### config.mk
export PLATFORM = sky130hd
export DESIGN_NAME = timer
export DESIGN_NICKNAME = d
export VERILOG_FILES = /design/src/rtl/timer.sv
export SDC_FILE = /design/constraint.sdc
export NUM_CORES = 1
export LEC_CHECK = 0
export BUFFER_PORTS_ARGS = -buffer_cell sky130_fd_sc_hd__buf_2
export CORE_AREA = 2 2 39 41
export CTS_CLUSTER_SIZE = 20
export DETAILED_ROUTE_END_ITERATION = 8
export DIE_AREA = 0 0 41 43
export GPL_TIMING_DRIVEN = 0
export PLACE_DENSITY = 0.4
export SLEW_MARGIN = 30
export SYNTH_ARGS = -nofsm -noshare
export SYNTH_HDL_FRONTEND = slang
export SYNTH_SLANG_ARGS = --single-unit
### constraint.sdc
create_clock -name clk -period 2.9 [get_ports clk]
set_input_delay 0.145 -clock clk [delete_from_list [all_inputs] [get_ports clk]]
set_output_delay 0.145 -clock clk [all_outputs]
set_load 0.01 [all_outputs]
### src/rtl/timer.sv
// -----------------------------------------------------------------------------
// timer -- grant-duration limiter for one port of an arbiter.
//
// Sits between a single requester and one arbiter port. Request, grant and
// acknowledge pass straight through (zero latency) while the port is ACTIVE.
// Consecutive granted cycles are counted; when TIMEOUT of them have elapsed
// the downstream request is forcibly withdrawn for HOLDOFF cycles (HOLD) so
// that other arbiter ports get a chance to win.
//
// Parameters:
//   TIMEOUT  maximum consecutive cycles up_grant may stay high (>= 1)
//   HOLDOFF  cycles down_req is forced low after expiry (>= 1)
//
// Ports:
//   clk         rising-edge clock
//   rst         asynchronous, active-low reset; also gates all outputs low
//   up_req      request from the requester
//   up_grant    grant returned to the requester
//   up_ack      requester's per-transfer acknowledge
//   down_req    request presented to the arbiter port
//   down_grant  grant from the arbiter port
//   down_ack    acknowledge forwarded to the arbiter
//   expired     one-cycle pulse on the ACTIVE->HOLD transition
//               (present only when TIMER_EXPIRE_OUT_EN is defined)
//
// Optional feature macro: TIMER_EXPIRE_OUT_EN
// -----------------------------------------------------------------------------
module timer #(
    parameter int TIMEOUT = 10,
    parameter int HOLDOFF = 1
) (
    input  logic clk,
    input  logic rst,
    input  logic up_req,
    output logic up_grant,
    input  logic up_ack,
    output logic down_req,
    input  logic down_grant,
    output logic down_ack
`ifdef TIMER_EXPIRE_OUT_EN
    ,
    output logic expired
`endif
);

    localparam int MAX_CNT = (TIMEOUT > HOLDOFF) ? TIMEOUT : HOLDOFF;
    localparam int CW      = $clog2(MAX_CNT + 1);

    localparam logic [CW-1:0] CNT_ZERO  = {CW{1'b0}};
    localparam logic [CW-1:0] CNT_ONE   = CW'(1);
    localparam logic [CW-1:0] TO_LAST   = CW'(TIMEOUT - 1);
    localparam logic [CW-1:0] HO_LAST   = CW'(HOLDOFF - 1);

    typedef enum logic [0:0] {
        ACTIVE = 1'b0,
        HOLD   = 1'b1
    } state_t;

    state_t          state_r;
    state_t          next_state_s;
    logic [CW-1:0]   cnt_r;
    logic [CW-1:0]   next_cnt_s;

    logic            fwd_req_s;
    logic            fwd_grant_s;
    logic            fwd_ack_s;
    logic            expire_s;

    // State and counter registers.
    always_ff @(posedge clk or negedge rst) begin
        if (!rst) begin
            state_r <= ACTIVE;
            cnt_r   <= CNT_ZERO;
        end else begin
            state_r <= next_state_s;
            cnt_r   <= next_cnt_s;
        end
    end

    // Next-state, counter update and pass-through path selection.
    always_comb begin
        next_state_s = state_r;
        next_cnt_s   = cnt_r;
        fwd_req_s    = 1'b0;
        fwd_grant_s  = 1'b0;
        fwd_ack_s    = 1'b0;
        expire_s     = 1'b0;

        case (state_r)
            ACTIVE: begin
                fwd_req_s   = up_req;
                // A grant without our request is an arbiter contract breach
                // and is deliberately not passed upstream.
                fwd_grant_s = down_grant & up_req;
                fwd_ack_s   = up_ack & fwd_grant_s;
                if (fwd_grant_s) begin
                    if (cnt_r == TO_LAST) begin
                        next_state_s = HOLD;
                        next_cnt_s   = CNT_ZERO;
                        expire_s     = 1'b1;
                    end else begin
                        next_cnt_s   = cnt_r + CNT_ONE;
                    end
                end else begin
                    // Any gap in the grant restarts the tenure.
                    next_cnt_s = CNT_ZERO;
                end
            end
            HOLD: begin
                if (cnt_r == HO_LAST) begin
                    next_state_s = ACTIVE;
                    next_cnt_s   = CNT_ZERO;
                end else begin
                    next_cnt_s   = cnt_r + CNT_ONE;
                end
            end
            default: begin
                next_state_s = ACTIVE;
                next_cnt_s   = CNT_ZERO;
            end
        endcase
    end

    // Outputs are forced low while reset is held, independent of state.
    assign down_req = rst & fwd_req_s;
    assign up_grant = rst & fwd_grant_s;
    assign down_ack = rst & fwd_ack_s;

`ifdef TIMER_EXPIRE_OUT_EN
    assign expired  = rst & expire_s;
`endif

endmodule

==> results of run 1 <==
-- power by group through the flow --
stage               sequential (mW)  clock [mW]  combinational [mW]
CTS                          0.0728      0.0827              0.0175
global route                 0.0729      0.0919              0.0201
floorplan                    0.0735           0             0.00914
detailed placement           0.0738           0              0.0164
global placement             0.0737           0              0.0158
finish                       0.0728      0.0791              0.0171
-- timing repair --
| action | in CTS | in global routing |
|---|---|---|
| hold endpoints to repair | 5 | 0 |
| setup buffers | 0 | 0 |
| hold buffers | 1 | 0 |
-- metal layers --
layer,wire length (um),up-vias,GRT usage
met5,0,-,0
met4,0,0,0.0400
met3,42,0,0.0471
met2,214,6,0.100
met1,224,94,0.102
li1,-,112,-
-- sequential cells by signal (all words and copies together), names as in the netlist --
register,count
cnt_r,4
state_r,1
-- final timing paths --
path / cells past startpoint / end
max: 5 / cnt_r[1]
min: 2 / state_r
max reg2reg: 5 / cnt_r[1]
min reg2reg: 1 / cnt_r[0]
max in group asynchronous: 2 / cnt_r[1]
min in group clk: 4 / state_r
-- cell type report --
class / instances / area share
timing repair buffer: 8 / 0.120
sequential: 5 / 0.333
clock buffer: 4 / 0.0700
multi-input combinational: 19 / 0.393
inverter: 3 / 0.0300
tap: 16 / 0.0533
-- layout by cell type (no fill, tap or decap) --
cell,n
a22oi_2,1
and2_1,1
and3_1,1
and3b_1,2
buf_2,7
clkbuf_1,1
clkbuf_4,3
dfrtp_1,5
dlygate4sd3_1,1
ha_1,3
inv_1,3
nand2_1,1
nand3_1,1
nand3b_1,1
nor2_1,3
nor2b_1,1
o21ai_1,1
or3b_4,1
xnor2_1,1
xor2_1,1
-- per-stage QoR --
step	std cells	instance area, sq um	utilization
2_1_floorplan	27	284	-
3_3_place_gp	50	339	0.245
4_1_cts	55	375	0.271
3_5_place_dp	50	339	0.245
6_report	55	375	0.271
5_1_grt	55	375	0.271
-- logic make-up (layout without fill, tap and decap cells) --
family          after synthesis  count (layout)  share of synthesized area
simple gates                 12              12                      0.264
flops                         5               5                      0.441
fa+ha+maj                     3               3                      0.132
buf+inv                       3              15                     0.0396
compound gates                2               2                     0.0617
xor+xnor                      2               2                     0.0617
==> results by group, run 1 <==
Outcome
  – Status: finished, final reports clean

Run
  – Max Cap Viol: 0

Worst setup path
  – Critical path endpoint category: register
  – Crit path DAT: between 1.5 and 2 ns
  – Critical path data required time: 3.02 ns
  – Critical path peak fanout: 5
  – R2R Setup Slk: around 1.4 ns
  – Critical path type: register to register
  – Kind of cell adding the most delay to the critical path: simple AND/OR/NAND/NOR gates
  – Buf+Inv Stages, Crit Path: 1
  – Critical Path Start: cnt_r[0]
  – CP cell instances: inv_1 > ha_1 > or3b_4 > a22oi_2 > nor2b_1
  – Worst stage delay on the critical path: around 0.42 ns
  – CP startpoint kind: register
  – CP max-delay cell: dfrtp_1
  – R2R Path Start: cnt_r[0]

Timing
  – Final Skew: roughly 0.0027 ns
  – Peak Freq: between 600 and 700 MHz
  – Final hold vios: 0
  – Worst slew margin: 0.843
  – Setup violators final: 0
  – TNS Setup: 0 ns
  – RSZ-0062 raised after global routing: false
  – Final worst setup slack: 1.43 ns
  – Final min period: roughly 1.5 ns
  – Worst slew pin tran: 0.235 ns
  – Worst Hold Slack: 0.262 ns
  – Max-slew violation count: 0
  – Fin crit share: 0.505

Cells and area
  – Total area of sequential cells: 125 sq um
  – Share of cells above drive strength 1: 0.308
  – Antenna cell count: 0
  – Multi-input logic area: approximately 150 sq um
  – Fillers: between 150 and 200
  – Nets: 48
  – Synth-to-Final Area Change: 32.2%

Clock network
  – Clk Latency, worst-skew pair: 0.24 ns
  – Longest Clk Path Bufs: 2
  – CTS root buffer: clkbuf_4
  – CTS tree: done
  – # resized after CTS: 0
  – Clock slew at reported path FFs: roughly 0.040 ns
  – Clock Sinks: 5
  – Total CTS buffers: 3
  – H-tree Lvls: 1

Synthesis
  – Synth area leaders: dfrtp_1 (44%), ha_1 (13%), and3b_1 (6.2%)
  – Yosys cell types: 16
  – Synth async-reset ratio: 1.00
  – Primary FF master, synth: dfrtp_1
  – Post-Synthesis Cell Area: between 200 and 300 sq um
  – Syn Inst Count: 27
  – Synth top area share: 0.441
  – Most frequent cell after synthesis: dfrtp_1
  – Mapped Nets: 35
  – Flops & latches, synth: 5
  – Leading area contributor after synthesis: dfrtp_1
  – Post-synth EDFFs: 0
  – Syn avg cell area: approximately 11 sq um
  – Ys Warns: 0
  – Commonest cells post-synth: dfrtp_1 (5), ha_1 (3), inv_1 (3), nor2_1 (3), and3b_1 (2)
  – Share of the yosys chip area belonging to registers: 0.441

Place
  – Post-DP HPWL: roughly 390 um
  – GP Congestion: 0.599
  – Port Buffers: 7
  – DP Worst Slack: around 1.4 ns

Drt
  – Post-route antenna net violation count: 0
  – Final wirelength: 481 um
  – DR vias: approximately 210
  – DR WL/cell: just under 9 um
  – First drt pass iteration count: 2
  – DRC: 0
  – Vias/cell: slightly below 4
  – Initial DRC count: 1

Power and ir drop
  – Clk pwr share: 0.468
  – Logic gate share of total power: 0.101
  – Peak VDD IR: roughly 200 uV
  – NetSw: 0.0368 mW
  – Internal: between 0.1 and 0.15 mW
  – Pwr Total: between 0.15 and 0.2 mW
  – Sw Ratio: 0.218
  – Seq pwr share: 0.431
  – P per Cell Area: 450 nW/um^2
  – Pleak: 0.189 nW

Floorplanning
  – Starting Density: 0.205
  – Core ar.: roughly 1400 sq um
  – DIE AREA: between 1500 and 2000 sq um
  – Row Count: 14
  – Die W: between 40 and 50 um
  – Die Y: between 40 and 50 um
  – Ports: 8

Worst hold path
  – HP Class: input port to asynchronous set/reset pin

GRT
  – Overflow after GRT: 0
  – Vias in the first global route: between 200 and 250
  – Global Route Usage Sum: 0.0788
  – Initial antenna violation count: 0
  – Largest net degree at the start of global routing: 9
  – First-pass GRT wire length: roughly 900 um
No activity file was read; power rests on OpenSTA's default activity.
==> inputs of run 2 (changes only) <==
Clock period 2.9 ns to 1.4 ns, I/O delays scaled along.
==> run 2 against run 1 <==
Against the previous run:
- final area increased by 4.0%
- global-route usage increased by 0.61 points
- fmax rose by 5.9%
- register-to-register slack worse by 1.4 ns
- sequential share of layout area is 1.3 points lower
- critical endpoint is now cnt_r[0]
- die area is the same
- critical path type unchanged
- via count grew 2.8%
==> results by group, run 2 (same netlist as run 1, synthesis figures left out) <==
Floorplanning
  – DIE AREA: 1760 sq um (unchanged)
  – Core ar.: 1380 sq um (unchanged)
  – Die W: 41 um (unchanged)
  – Die Y: 43 um (unchanged)
  – Starting Density: 0.205 (unchanged)
  – Ports: 8 (unchanged)
  – Row Count: 14 (unchanged)

Place
  – Dpl cells: 50 (unchanged)
  – DP Worst Slack: -0.0790 ns (was 1.42 ns)
  – Port Buffers: 7 (unchanged)
  – Post-DP HPWL: 392 um (unchanged)
  – GP Congestion: 0.599 (unchanged)

Run
  – Max Cap Viol: 0 (unchanged)

Worst setup path
  – Crit path DAT: 1.50 ns (was 1.58 ns)
  – R2R depth: 5 (unchanged)
  – Worst stage delay on the critical path: 0.38 ns (was 0.42 ns)
  – Kind of cell adding the most delay to the critical path: simple AND/OR/NAND/NOR gates (unchanged)
  – CP cell instances: inv_2 > ha_1 > or3b_4 > a22oi_2 > nor2_1 (was inv_1 > ha_1 > or3b_4 > a22oi_2 > nor2b_1)
  – CP max-delay cell: dfrtp_1 (unchanged)
  – R2R Path End: cnt_r[0] (was cnt_r[1])
  – Critical path endpoint category: register (unchanged)
  – Buf+Inv Stages, Crit Path: 1 (unchanged)
  – Critical path type: register to register (unchanged)
  – Critical path data required time: 1.52 ns (was 3.02 ns)
  – R2R Path Start: cnt_r[1] (was cnt_r[0])
  – CP startpoint kind: register (unchanged)
  – Critical path peak fanout: 4 (was 5)
  – R2R Setup Slk: 0.02 ns (was 1.43 ns)

Timing
  – Final min period: 1.38 ns (was 1.47 ns)
  – Worst slew pin tran: 0.235 ns (about the same)
  – Setup violators final: 0 (unchanged)
  – RSZ-0062 raised after global routing: true (was false)
  – Final worst setup slack: 0.0156 ns (was 1.43 ns)
  – Worst slew margin: 0.843 (about the same)
  – Peak Freq: 722 MHz (was 682 MHz)
  – Max-slew violation count: 0 (unchanged)
  – Fin crit share: 0.989 (was 0.505)
  – Final hold vios: 0 (unchanged)
  – Final Skew: 0.00256 ns (was 0.00274 ns)

Drt
  – Final wirelength: 503 um (was 481 um)
  – DRC: 0 (unchanged)
  – Initial DRC count: 0 (was 1)
  – Post-route antenna net violation count: 0 (unchanged)
  – First drt pass iteration count: 1 (was 2)
  – DR vias: 218 (was 212)
  – DR WL/cell: 8.82 um (was 8.75 um)
  – Vias/cell: 3.82 (was 3.85)

Cells and area
  – Share of cells above drive strength 1: 0.366 (was 0.308)
  – Fillers: 154 (unchanged)
  – Nets: 50 (was 48)
  – Synth-to-Final Area Change: 37.4% (was 32.2%)
  – Max FFs per register: 4 (unchanged)
  – Fin cells: 57 (was 55)
  – Antenna cell count: 0 (unchanged)
  – Largest register by flop count: cnt_r (unchanged)
  – Largest regs: cnt_r (4), state_r (1) (unchanged)
  – Commonest non-fill, non-tap cells in the layout: buf_2 (7), dfrtp_1 (5), nor2_1 (3), ha_1 (3), clkbuf_4 (3) (was buf_2 (7), dfrtp_1 (5))
  – Most common cell after layout, fill and taps aside: buf_2 (unchanged)

GRT
  – Initial antenna violation count: 0 (unchanged)
  – Met2 GRT Util: 0.103 (was 0.100)
  – Met1 Use GR: 0.0984 (was 0.102)
  – GR peak layer: met2 (was met1)
  – First-pass GRT wire length: 924 um (was 897 um)
  – Global Route Usage Sum: 0.0848 (was 0.0788)
  – Largest net degree at the start of global routing: 9 (unchanged)
  – M3 GR Usage: 0.0471 (unchanged)
  – Vias in the first global route: 239 (was 228)
  – Overflow after GRT: 0 (unchanged)

Power and ir drop
  – P per Cell Area: 910 nW/um^2 (was 450 nW/um^2)
  – Peak VDD IR: 366 uV (was 205 uV)
  – Pleak: 0.199 nW (was 0.189 nW)
  – Pwr Total: 0.355 mW (was 0.169 mW)

Clock network
  – CTS root buffer: clkbuf_4 (unchanged)
  – Total CTS buffers: 3 (unchanged)
  – Clock slew at reported path FFs: 0.04 ns (about the same)
  – Longest Clk Path Bufs: 2 (unchanged)
  – Clk Latency, worst-skew pair: 0.24 ns (about the same)
  – H-tree Lvls: 1 (unchanged)
  – Clock Sinks: 5 (unchanged)
  – CTS tree: done (unchanged)

Worst hold path
  – HP Class: input port to asynchronous set/reset pin (unchanged)

Outcome
  – Status: finished, final reports clean (unchanged)
==> run 2: cell count changes in the layout (fill, tap and decap cells not counted) <==
cell,before,now
buf_4,0,2
inv_1,3,2
inv_2,0,1
==> run 2: worst max-delay path by stage <==
stage          startpoint        to  slack, ns  depth (start not counted)
2_1_floorplan    cnt_r[0]  cnt_r[2]       0.03                          5
3_3_place_gp     cnt_r[0]  cnt_r[2]      -0.07                          5
3_5_place_dp     cnt_r[0]  cnt_r[2]      -0.08                          5
4_1_cts          cnt_r[1]  cnt_r[1]      0.003                          5
5_1_grt          cnt_r[0]  cnt_r[1]      -0.06                          5
6_report         cnt_r[1]  cnt_r[0]       0.02                          5
==> run 2: worst reg2reg max path, delay by kind of cell (launching register included) <==
| family | cells | cell delay [ns] |
|---|---|---|
| adder cells (fa/ha/maj) | 1 | 0.12 |
| buffers and inverters | 1 | 0.06 |
| flip-flops | 1 | 0.38 |
| AO/OA/AOI/OAI | 1 | 0.24 |
| AND/OR/NAND/NOR | 2 | 0.46 |
==> run 2: cell type report <==
type,count,area (sq um),area share
clock buffer,4,26.3,0.0673
inverter,3,11.3,0.0288
multi-input combinational,19,148,0.378
sequential,5,125,0.321
tap,16,20.0,0.0513
timing repair buffer,10,60.1,0.154
==> run 2: power breakdown <==
group / internal, mW / leakage [nW] / switching, mW
clock network: 0.108 / 0.0150 / 0.0574
logic: 0.0218 / 0.115 / 0.0193
registers: 0.148 / 0.0688 / 0.00145
==> run 2: routing by layer <==
layer | vias up | part of all wire
li1 | 116 | -
met1 | 96 | 0.47
met2 | 6 | 0.46
met3 | 0 | 0.074
met4 | 0 | 0
met5 | - | 0
==> run 2: what timing repair did <==
item                                    CTS  global route
endpoints found under the setup margin    4             4
resized for setup                         1             0
hold endpoints to repair                  5             0
pin swaps                                 1             2
hold buffers                              1             0
setup buffers                             2             0
==> run 2: metrics by stage <==
stage	hold slack (ns)	TNS (ns)	instance area, sq um	util
final	0.185	0	390	0.282
after global routing	0.202	-0.215	390	0.282
after CTS	0.187	0	390	0.282
after detailed placement	-0.0908	-0.297	339	0.245
after global placement	-0.0953	-0.262	339	0.245
after floorplan	-0.226	0	284	-
==> inputs of run 3 (changes only) <==
Settings changed: PLACE_DENSITY 0.4 to default, PLACE_DENSITY_LB_ADDON from default to 0.12.
==> run 3 against run 2 <==
Against the previous run:
- the flow now finishes with violations (negative setup slack)
- core utilization up 0.90 points
- flip-flop and latch count did not move
- critical path depth did not move
- sequential power is essentially flat
- clock power up 4%
- final cell count did not move
- non-clock buffer count unchanged
- final area grew 3.2%
- largest cell class unchanged
- highest routed layer is now met4
==> results by group, run 3 (same netlist as run 1, synthesis figures left out) <==
Outcome
  – Status: complete, but fails checks (was finished, final reports clean)
  – Violated checks: negative setup slack

Timing
  – Max-slew violation count: 0 (unchanged)
  – Setup violators final: 1 (was 0)
  – Final min period: 1.41 ns (was 1.38 ns)
  – Fin crit share: 1.00 (was 0.989)
  – RSZ-0062 raised after global routing: true (unchanged)
  – TNS Setup: -0.00695 ns (was 0 ns)
  – Worst slew margin: 0.839 (was 0.843)
  – Final hold vios: 0 (unchanged)
  – Final Skew: 0.00508 ns (was 0.00256 ns)
  – Final worst setup slack: -0.00695 ns (was 0.0156 ns)
  – Worst slew pin tran: 0.241 ns (was 0.235 ns)
  – Peak Freq: 711 MHz (was 722 MHz)

Drt
  – Post-route antenna net violation count: 0 (unchanged)
  – Final wirelength: 556 um (was 503 um)
  – Initial DRC count: 0 (unchanged)
  – Vias/cell: 3.98 (was 3.82)
  – DR vias: 227 (was 218)
  – DR WL/cell: 9.75 um (was 8.82 um)
  – DRC: 0 (unchanged)
  – First drt pass iteration count: 1 (unchanged)

GRT
  – First-pass GRT wire length: 848 um (was 924 um)
  – Vias in the first global route: 222 (was 239)
  – Global Route Usage Sum: 0.0847 (was 0.0848)
  – Overflow after GRT: 0 (unchanged)
  – Initial antenna violation count: 0 (unchanged)
  – Largest net degree at the start of global routing: 9 (unchanged)

Place
  – Dpl cells: 50 (unchanged)
  – GP Congestion: 0.665 (was 0.599)
  – Port Buffers: 7 (unchanged)
  – Post-DP HPWL: 394 um (was 392 um)
  – DP Worst Slack: -0.0985 ns (was -0.0790 ns)

Worst setup path
  – Kind of cell adding the most delay to the critical path: simple AND/OR/NAND/NOR gates (unchanged)
  – Crit path DAT: 1.53 ns (was 1.50 ns)
  – Critical path endpoint category: register (unchanged)
  – R2R Path End: cnt_r[0] (unchanged)
  – R2R depth: 5 (unchanged)
  – R2R Path Start: cnt_r[0] (was cnt_r[1])
  – Buf+Inv Stages, Crit Path: 1 (unchanged)
  – Critical path peak fanout: 4 (unchanged)
  – CP cell instances: inv_2 > ha_4 > or3b_4 > a22oi_2 > nor2_1 (was inv_2 > ha_1 > or3b_4 > a22oi_2 > nor2_1)
  – CP max-delay cell: dfrtp_1 (unchanged)
  – CP startpoint kind: register (unchanged)
  – Critical path type: register to register (unchanged)
  – Worst stage delay on the critical path: 0.39 ns (was 0.38 ns)
  – Critical path data required time: 1.52 ns (about the same)
  – R2R Setup Slk: -0.007 ns (was 0.02 ns)

Cells and area
  – Largest regs: cnt_r (4), state_r (1) (unchanged)
  – Multi-input logic area: 160 sq um (was 148 sq um)
  – Commonest non-fill, non-tap cells in the layout: buf_2 (7), dfrtp_1 (5), nor2_1 (3), clkbuf_4 (3) (was buf_2 (7), dfrtp_1 (5), nor2_1 (3), ha_1 (3), clkbuf_4 (3))
  – Largest register by flop count: cnt_r (unchanged)
  – Max FFs per register: 4 (unchanged)
  – Nets: 50 (unchanged)
  – Fillers: 145 (was 154)
  – Fin cells: 57 (unchanged)
  – Total area of sequential cells: 125 sq um (unchanged)
  – Share of cells above drive strength 1: 0.415 (was 0.366)
  – Synth-to-Final Area Change: 41.9% (was 37.4%)
  – Most common cell after layout, fill and taps aside: buf_2 (unchanged)
  – Antenna cell count: 0 (unchanged)

Run
  – Max Cap Viol: 0 (unchanged)

Worst hold path
  – HP Class: input port to asynchronous set/reset pin (unchanged)

Clock network
  – Longest Clk Path Bufs: 2 (unchanged)
  – CTS root buffer: clkbuf_4 (unchanged)
  – Total CTS buffers: 3 (unchanged)
  – Clk Latency, worst-skew pair: 0.25 ns (was 0.24 ns)
  – H-tree Lvls: 1 (unchanged)
  – Clock slew at reported path FFs: 0.05 ns (was 0.04 ns)
  – Clock Sinks: 5 (unchanged)
  – CTS tree: done (unchanged)

Floorplanning
  – Ports: 8 (unchanged)
  – Die Y: 43 um (unchanged)
  – Starting Density: 0.205 (unchanged)
  – DIE AREA: 1760 sq um (unchanged)
  – Die W: 41 um (unchanged)
  – Row Count: 14 (unchanged)
  – Core ar.: 1380 sq um (unchanged)

Power and ir drop
  – Pleak: 0.199 nW (about the same)
  – P per Cell Area: 906 nW/um^2 (was 910 nW/um^2)
  – Peak VDD IR: 343 uV (was 366 uV)
-- run 3: changes by cell type in the layout (fill, tap and decap cells not counted) --
cell   change
ha_1       -1
ha_4       +1
inv_1      -1
inv_2      +1
-- run 3: worst max-delay path by stage --
stage / start / end / cells past startpoint
2_1_floorplan: cnt_r[0] / cnt_r[2] / 5
3_3_place_gp: cnt_r[0] / cnt_r[1] / 5
3_5_place_dp: cnt_r[0] / cnt_r[2] / 5
4_1_cts: cnt_r[0] / cnt_r[0] / 5
5_1_grt: cnt_r[1] / cnt_r[3] / 5
6_report: cnt_r[0] / cnt_r[0] / 5
-- run 3: layer usage --
layer  share of wire  track usage  wire length [um]  up-vias
met5               0            0                 0        -
met4           0.031        0.120                17        0
met3           0.077       0.0471                43        2
met2            0.45        0.103               249        8
met1            0.44       0.0782               246      100
li1                -            -                 -      117
-- run 3: timing repair --
item	in CTS	in global routing
buffers inserted	2	0
hold buffers	1	0
setup endpoints to repair	4	4
gates resized for setup	1	3
endpoints found under the hold margin	5	0
pin swaps	3	1
-- run 3: where the power goes --
group | internal [mW] | total [mW] | switching [mW]
Combinational | 0.0227 | 0.0434 | 0.0206
Clock | 0.108 | 0.172 | 0.0640
Sequential | 0.148 | 0.150 | 0.00203
Total | 0.278 | 0.365 | 0.0867
-- run 3: layout make-up --
cell class	count	area share
clock buffer	4	0.0652
multi-input combinational	19	0.398
inverter	3	0.0280
tap	16	0.0497
sequential	5	0.311
timing repair buffer	10	0.149
-- run 3: metrics by stage --
step / instance area, sq um / total power [mW] / hold WS [ns] / util
global placement: 339 / 0.185 / -0.0964 / 0.245
global route: 403 / 0.388 / 0.201 / 0.291
detailed placement: 339 / 0.187 / -0.0916 / 0.245
finish: 403 / 0.365 / 0.180 / 0.291
floorplan: 284 / 0.171 / -0.226 / -
CTS: 390 / 0.368 / 0.178 / 0.282
